<file path="config.mk">
export PLATFORM = sky130hd
export DESIGN_NAME = truth_table_sequencer
export DESIGN_NICKNAME = d
export VERILOG_FILES = /design/src/rtl/truth_table_sequencer_pkg.sv /design/src/rtl/truth_table_sequencer.sv
export SDC_FILE = /design/constraint.sdc
export NUM_CORES = 1
export LEC_CHECK = 0
export ABC_AREA = 1
export ABC_CLOCK_PERIOD_IN_PS = 3000
export BUFFER_PORTS_ARGS = -buffer_cell sky130_fd_sc_hd__buf_2
export CORE_MARGIN = 2
export CORE_UTILIZATION = 45
export CTS_CLUSTER_DIAMETER = 120
export DETAILED_ROUTE_END_ITERATION = 8
export PLACE_DENSITY = 0.67
export SLEW_MARGIN = 20
export SYNTH_ARGS = -nofsm -noshare
export SYNTH_HDL_FRONTEND = slang
export SYNTH_SLANG_ARGS = --single-unit
</file>
<file path="constraint.sdc">
create_clock -name clk -period 3 [get_ports clk]
set_input_delay 0.15 -clock clk [delete_from_list [all_inputs] [get_ports clk]]
set_output_delay 0.15 -clock clk [all_outputs]
set_load 0.03 [all_outputs]
</file>
<file path="src/rtl/truth_table_sequencer_pkg.sv">
// Shared definitions for the truth-table sequencer: FSM encoding,
// default expected-response tables and the vector count.
package truth_table_sequencer_pkg;

    localparam int          NUM_VECTORS    = 16;
    localparam logic [15:0] DEFAULT_EXP_Y1 = 16'h38F0;
    localparam logic [15:0] DEFAULT_EXP_Y2 = 16'h0036;

    typedef enum logic [1:0] {
        ST_IDLE   = 2'd0,
        ST_DRIVE  = 2'd1,
        ST_SAMPLE = 2'd2,
        ST_DONE   = 2'd3
    } state_e;

    // True while a scan is stepping through the vectors.
    function automatic logic is_scanning(input state_e s);
        return (s == ST_DRIVE) || (s == ST_SAMPLE);
    endfunction

endpackage

</file>
<file path="src/rtl/truth_table_sequencer.sv">
// Steps a 4-bit vector through all 16 input combinations, holds each for
// SETTLE cycles, samples the two responses and scores them against the
// expected tables. All outputs are registered.
module truth_table_sequencer
    import truth_table_sequencer_pkg::*;
#(
    parameter int          SETTLE = 1,
    parameter logic [15:0] EXP_Y1 = DEFAULT_EXP_Y1,
    parameter logic [15:0] EXP_Y2 = DEFAULT_EXP_Y2
) (
    input  logic        clk,
    input  logic        rst,
    input  logic        start,
    input  logic        abort,
    input  logic        y1_i,
    input  logic        y2_i,
    output logic [3:0]  abcd_o,
    output logic        busy,
    output logic        done,
    output logic        pass,
    output logic [15:0] result_y1,
    output logic [15:0] result_y2,
    output logic [4:0]  fail_cnt,
    output logic [3:0]  first_fail
);

    localparam logic [3:0] SETTLE_CNT = 4'(SETTLE);
    localparam logic [3:0] LAST_IDX   = 4'(NUM_VECTORS - 1);

    state_e      state_q, state_d;
    logic [3:0]  idx_q, idx_d;
    logic [3:0]  settle_q, settle_d;
    logic [15:0] result_y1_q, result_y1_d;
    logic [15:0] result_y2_q, result_y2_d;
    logic [4:0]  fail_cnt_q, fail_cnt_d;
    logic [3:0]  first_fail_q, first_fail_d;
    logic [3:0]  abcd_q, abcd_d;
    logic        busy_q, busy_d;
    logic        done_q, done_d;
    logic        pass_q, pass_d;
    logic        mismatch;

    assign mismatch = (y1_i != EXP_Y1[idx_q]) || (y2_i != EXP_Y2[idx_q]);

    // Next-state, scoring and registered-output computation.
    always_comb begin
        // NOTE: every signal gets a default first so no path leaves it unassigned (no latches).
        state_d      = state_q;
        idx_d        = idx_q;
        settle_d     = settle_q;
        result_y1_d  = result_y1_q;
        result_y2_d  = result_y2_q;
        fail_cnt_d   = fail_cnt_q;
        first_fail_d = first_fail_q;

        if (abort) begin
            // Abort outranks start; partial results are kept for inspection.
            state_d = ST_IDLE;
        end else begin
            unique case (state_q)
                ST_IDLE, ST_DONE: begin
                    if (start) begin
                        state_d      = ST_DRIVE;
                        idx_d        = 4'd0;
                        settle_d     = SETTLE_CNT;
                        result_y1_d  = 16'h0000;
                        result_y2_d  = 16'h0000;
                        fail_cnt_d   = 5'd0;
                        first_fail_d = 4'd0;
                    end
                end
                ST_DRIVE: begin
                    if (settle_q <= 4'd1) begin
                        state_d = ST_SAMPLE;
                    end else begin
                        settle_d = settle_q - 4'd1;
                    end
                end
                ST_SAMPLE: begin
                    result_y1_d[idx_q] = y1_i;
                    result_y2_d[idx_q] = y2_i;
                    if (mismatch) begin
                        fail_cnt_d = fail_cnt_q + 5'd1;
                        if (fail_cnt_q == 5'd0) begin
                            first_fail_d = idx_q;
                        end
                    end
                    if (idx_q == LAST_IDX) begin
                        state_d = ST_DONE;
                    end else begin
                        state_d  = ST_DRIVE;
                        idx_d    = idx_q + 4'd1;
                        settle_d = SETTLE_CNT;
                    end
                end
                default: state_d = ST_IDLE;
            endcase
        end

        // Outputs are derived from the next state so they register alongside it.
        abcd_d = (state_d == ST_IDLE) ? 4'd0 : idx_d;
        busy_d = is_scanning(state_d);
        done_d = (state_d == ST_DONE);
        pass_d = (state_d == ST_DONE) && (fail_cnt_d == 5'd0);
    end

    // Single state register for the FSM and all of its registered outputs.
    always_ff @(posedge clk or posedge rst) begin
        // NOTE: sequential state uses non-blocking assignments so every flop samples pre-edge values.
        if (rst) begin
            state_q      <= ST_IDLE;
            idx_q        <= 4'd0;
            settle_q     <= 4'd0;
            result_y1_q  <= 16'h0000;
            result_y2_q  <= 16'h0000;
            fail_cnt_q   <= 5'd0;
            first_fail_q <= 4'd0;
            abcd_q       <= 4'd0;
            busy_q       <= 1'b0;
            done_q       <= 1'b0;
            pass_q       <= 1'b0;
        end else begin
            state_q      <= state_d;
            idx_q        <= idx_d;
            settle_q     <= settle_d;
            result_y1_q  <= result_y1_d;
            result_y2_q  <= result_y2_d;
            fail_cnt_q   <= fail_cnt_d;
            first_fail_q <= first_fail_d;
            abcd_q       <= abcd_d;
            busy_q       <= busy_d;
            done_q       <= done_d;
            pass_q       <= pass_d;
        end
    end

    assign abcd_o     = abcd_q;
    assign busy       = busy_q;
    assign done       = done_q;
    assign pass       = pass_q;
    assign result_y1  = result_y1_q;
    assign result_y2  = result_y2_q;
    assign fail_cnt   = fail_cnt_q;
    assign first_fail = first_fail_q;

endmodule
</file>
==> key figures <==
Status
  • Outcome: finished, final reports clean

GRT
  • Vias in the first global route: 2379
  • First-pass GRT wire length: 11.1 mm
  • Pin count of the biggest net entering global routing: 31
  • All-Layer GR Usage: 0.197
  • GRT overflow: 0
  • Initial antenna violation count: 0

Synth
  • Post-Syn Instances: 341
  • Syn_nets: 359
  • Syn Area/Cell: 8.58 µm²
  • Yosys cell types: 28
  • Number of synthesis warnings: 0
  • Area of the mapped netlist: 2930 µm²
  • Synthesized flop and latch total: 58
  • Sequential-to-total area share from yosys stat: 0.496

Finish
  • Area Growth Syn to Fin: 17.4%
  • Layout cell share with drive strength beyond 1: 0.257
  • Commonest non-fill, non-tap cells in the layout: 60 x inv_1, 58 x nand2_1, 58 x dfrtp_1, 53 x buf_2, 29 x o22ai_1
  • Finished Layout Cells: 482
  • Commonest non-fill, non-tap cell in the layout: inv_1
  • Final Net Count: 418
  • Antenna cells: 0

Critical path
  • Critical path class: register to register
  • Reg-to-Reg End: result_y2[8]
  • Cells on worst reg2reg path: 7
  • Worst-path maximum fanout: 16
  • WP data required: 3.24 ns
  • Critical path startpoint category: register
  • Arrival @ worst endpoint: 2.45 ns
  • FF-to-FF Start: state_q[0]
  • Crit. End Element: register
  • Reg2Reg Setup Slack: 0.79 ns

STA
  • Sum Neg Setup Slack: 0 ns
  • Slew Limit Fails: 0
  • Final Hold Viols: 0
  • RSZ-0062 raised after global routing: false
  • Period utilization: 0.736
  • Fin Hold WS: 0.114 ns
  • Slew HR: 0.524
  • Slew at the pin closest to its max-slew limit: 0.713 ns
  • # setup viols final: 0
  • Clock skew: 0.00997 ns
  • Final Critical Period: 2.21 ns
  • Maximum clock rate: 453 MHz

Clocking
  • Later-pin clock latency in the skew report: 0.35 ns
  • Clock sink total: 58
  • H-tree depth: 3
  • Max clock buf depth: 2
  • CTS tree: yes
  • Post-CTS setup buffer count: 0
  • CTS clk-pin slew, worst paths: 0.07 ns
  • Root buf cell: clkbuf_8
  • TritonCTS buffer count: 9

Floorplan
  • Core ar.: 6310 µm²
  • Initial core utilization: 0.464
  • Die area: 7160 µm²
  • Die W: 84.6 µm
  • Die Y: 84.6 µm
  • Num rows: 29
  • Top Ports: 54

Placement
  • I/O Buffers: 53
  • Placed cell count: 465
  • HPWL Detailed: 4.76 mm
  • GP Congestion: 0.837

Pwr
  • Leak: 1.76 nW
  • Peak supply drop: 0.404 mV
  • PD cells: 576 nW/µm²
  • Final Power: 1.98 mW

Routing
  • Pre-antenna DRT Iters: 4
  • Detailed Route WL: 6.73 mm
  • Detail Route Antenna Nets: 0
  • WL/cell: 14.0 µm
  • Vias per Instance: 5.12
  • Via count: 2466
  • Initial DRC Count: 93
  • DRC violations left: 0

Worst hold path
  • Hold Crit Start: abort
  • Hold Crit Endpoint: state_q[1]
  • Hold path depth: 2
  • Hold Path Class: input port to register

Flow run
  • Max Cap Viol: 0
[metal layers]
metal	GRT usage	part of all wire	vias up
met4	0.0678	0.013	0
met2	0.327	0.48	80
met5	0	0	-
met3	0.0551	0.050	9
met1	0.249	0.46	1159
li1	-	-	1218
[synth_stat cells]
library cell   n  area [µm²]
ha_1          12         150
nor2_4         2        22.5
nor2_1        12        45.0
buf_2          4        20.0
clkbuf_1       2        7.51
nand2_1       58         218
nand2_2        6        37.5
xnor2_1        1        8.76
nand4_2        1        12.5
dfrtp_1       58        1450
a31oi_1        1        6.26
nand3_2        4        40.0
inv_2          9        33.8
o21ai_1       10        50.1
nor2_2         6        37.5
o21ai_2        2        17.5
nand2_4        2        22.5
nor2b_1        1        6.26
inv_1         61         229
nor3_1         2        10.0
buf_6          2        22.5
a21oi_1       23         115
xor2_1         3        26.3
a21oi_2        1        8.76
nand4_1        1        6.26
o22ai_1       29         181
o21ai_0        6        30.0
nand3_1       22         110
[timing repair]
| action | CTS | global route |
|---|---|---|
| endpoints found under the setup margin | 0 | 0 |
| hold buffers | 1 | 0 |
| resized for setup | 0 | 0 |
| endpoints found under the hold margin | 28 | 0 |
[report_power, final]
group / total [mW] / switching [mW] / internal [mW]
sequential: 0.874 / 0.0413 / 0.832
combinational: 0.463 / 0.317 / 0.146
clock: 0.640 / 0.322 / 0.317
[worst max-delay path: stages, from the launching register on]
cell     delay [ns]
dfrtp_1        0.38
inv_1          0.08
ha_1           0.31
inv_1          0.09
nor2_1         0.11
nor2_1         0.21
nand3_1        0.55
o22ai_1        0.38
[area by class of cell]
type / instances / area [µm²]
Tap cell: 77 / 96.3
Clock inverter: 5 / 30.0
Clock buffer: 11 / 141
Fill cell: 610 / 2880
Sequential cell: 58 / 1450
Multi-Input combinational cell: 205 / 1160
Timing Repair Buffer: 56 / 290
Inverter: 70 / 263
[per-stage QoR]
step                      area (µm²)  setup WS, ns  utilization
after floorplan                 2930          1.14            -
after global placement          3250         0.896        0.515
after detailed placement        3250         0.831        0.515
after CTS                       3430         0.796        0.544
after global routing            3430         0.611        0.544
final                           3430         0.792        0.544
[flip-flops by register name, indices dropped and copies added, names as in the netlist]
register	flops
done	1
result_y1	16
fail_cnt	5
settle_q	4
busy	1
result_y2	16
first_fail	4
abcd_o	4
idx_q	4
state_q	2
pass	1
[worst max path at each step]
stage | end | slack (ns) | startpoint | depth (start not counted)
after global placement | result_y2[12] | 0.90 | state_q[0] | 7
after detailed placement | result_y1[6] | 0.83 | state_q[0] | 7
after CTS | result_y2[8] | 0.80 | state_q[0] | 7
after floorplan | pass | 1.14 | state_q[0] | 11
after global routing | pass | 0.61 | state_q[0] | 11
final | result_y2[8] | 0.79 | state_q[0] | 7
[cell families after synthesis]
group                    after synthesis  synth area share
XOR/XNOR                               4            0.0120
buffers and inverters                 78             0.107
AND/OR/NAND/NOR                      117             0.194
flip-flops                            58             0.496
AO/OA/AOI/OAI                         72             0.140
adder cells (fa/ha/maj)               12            0.0513
(Power assumes the default switching activity.)
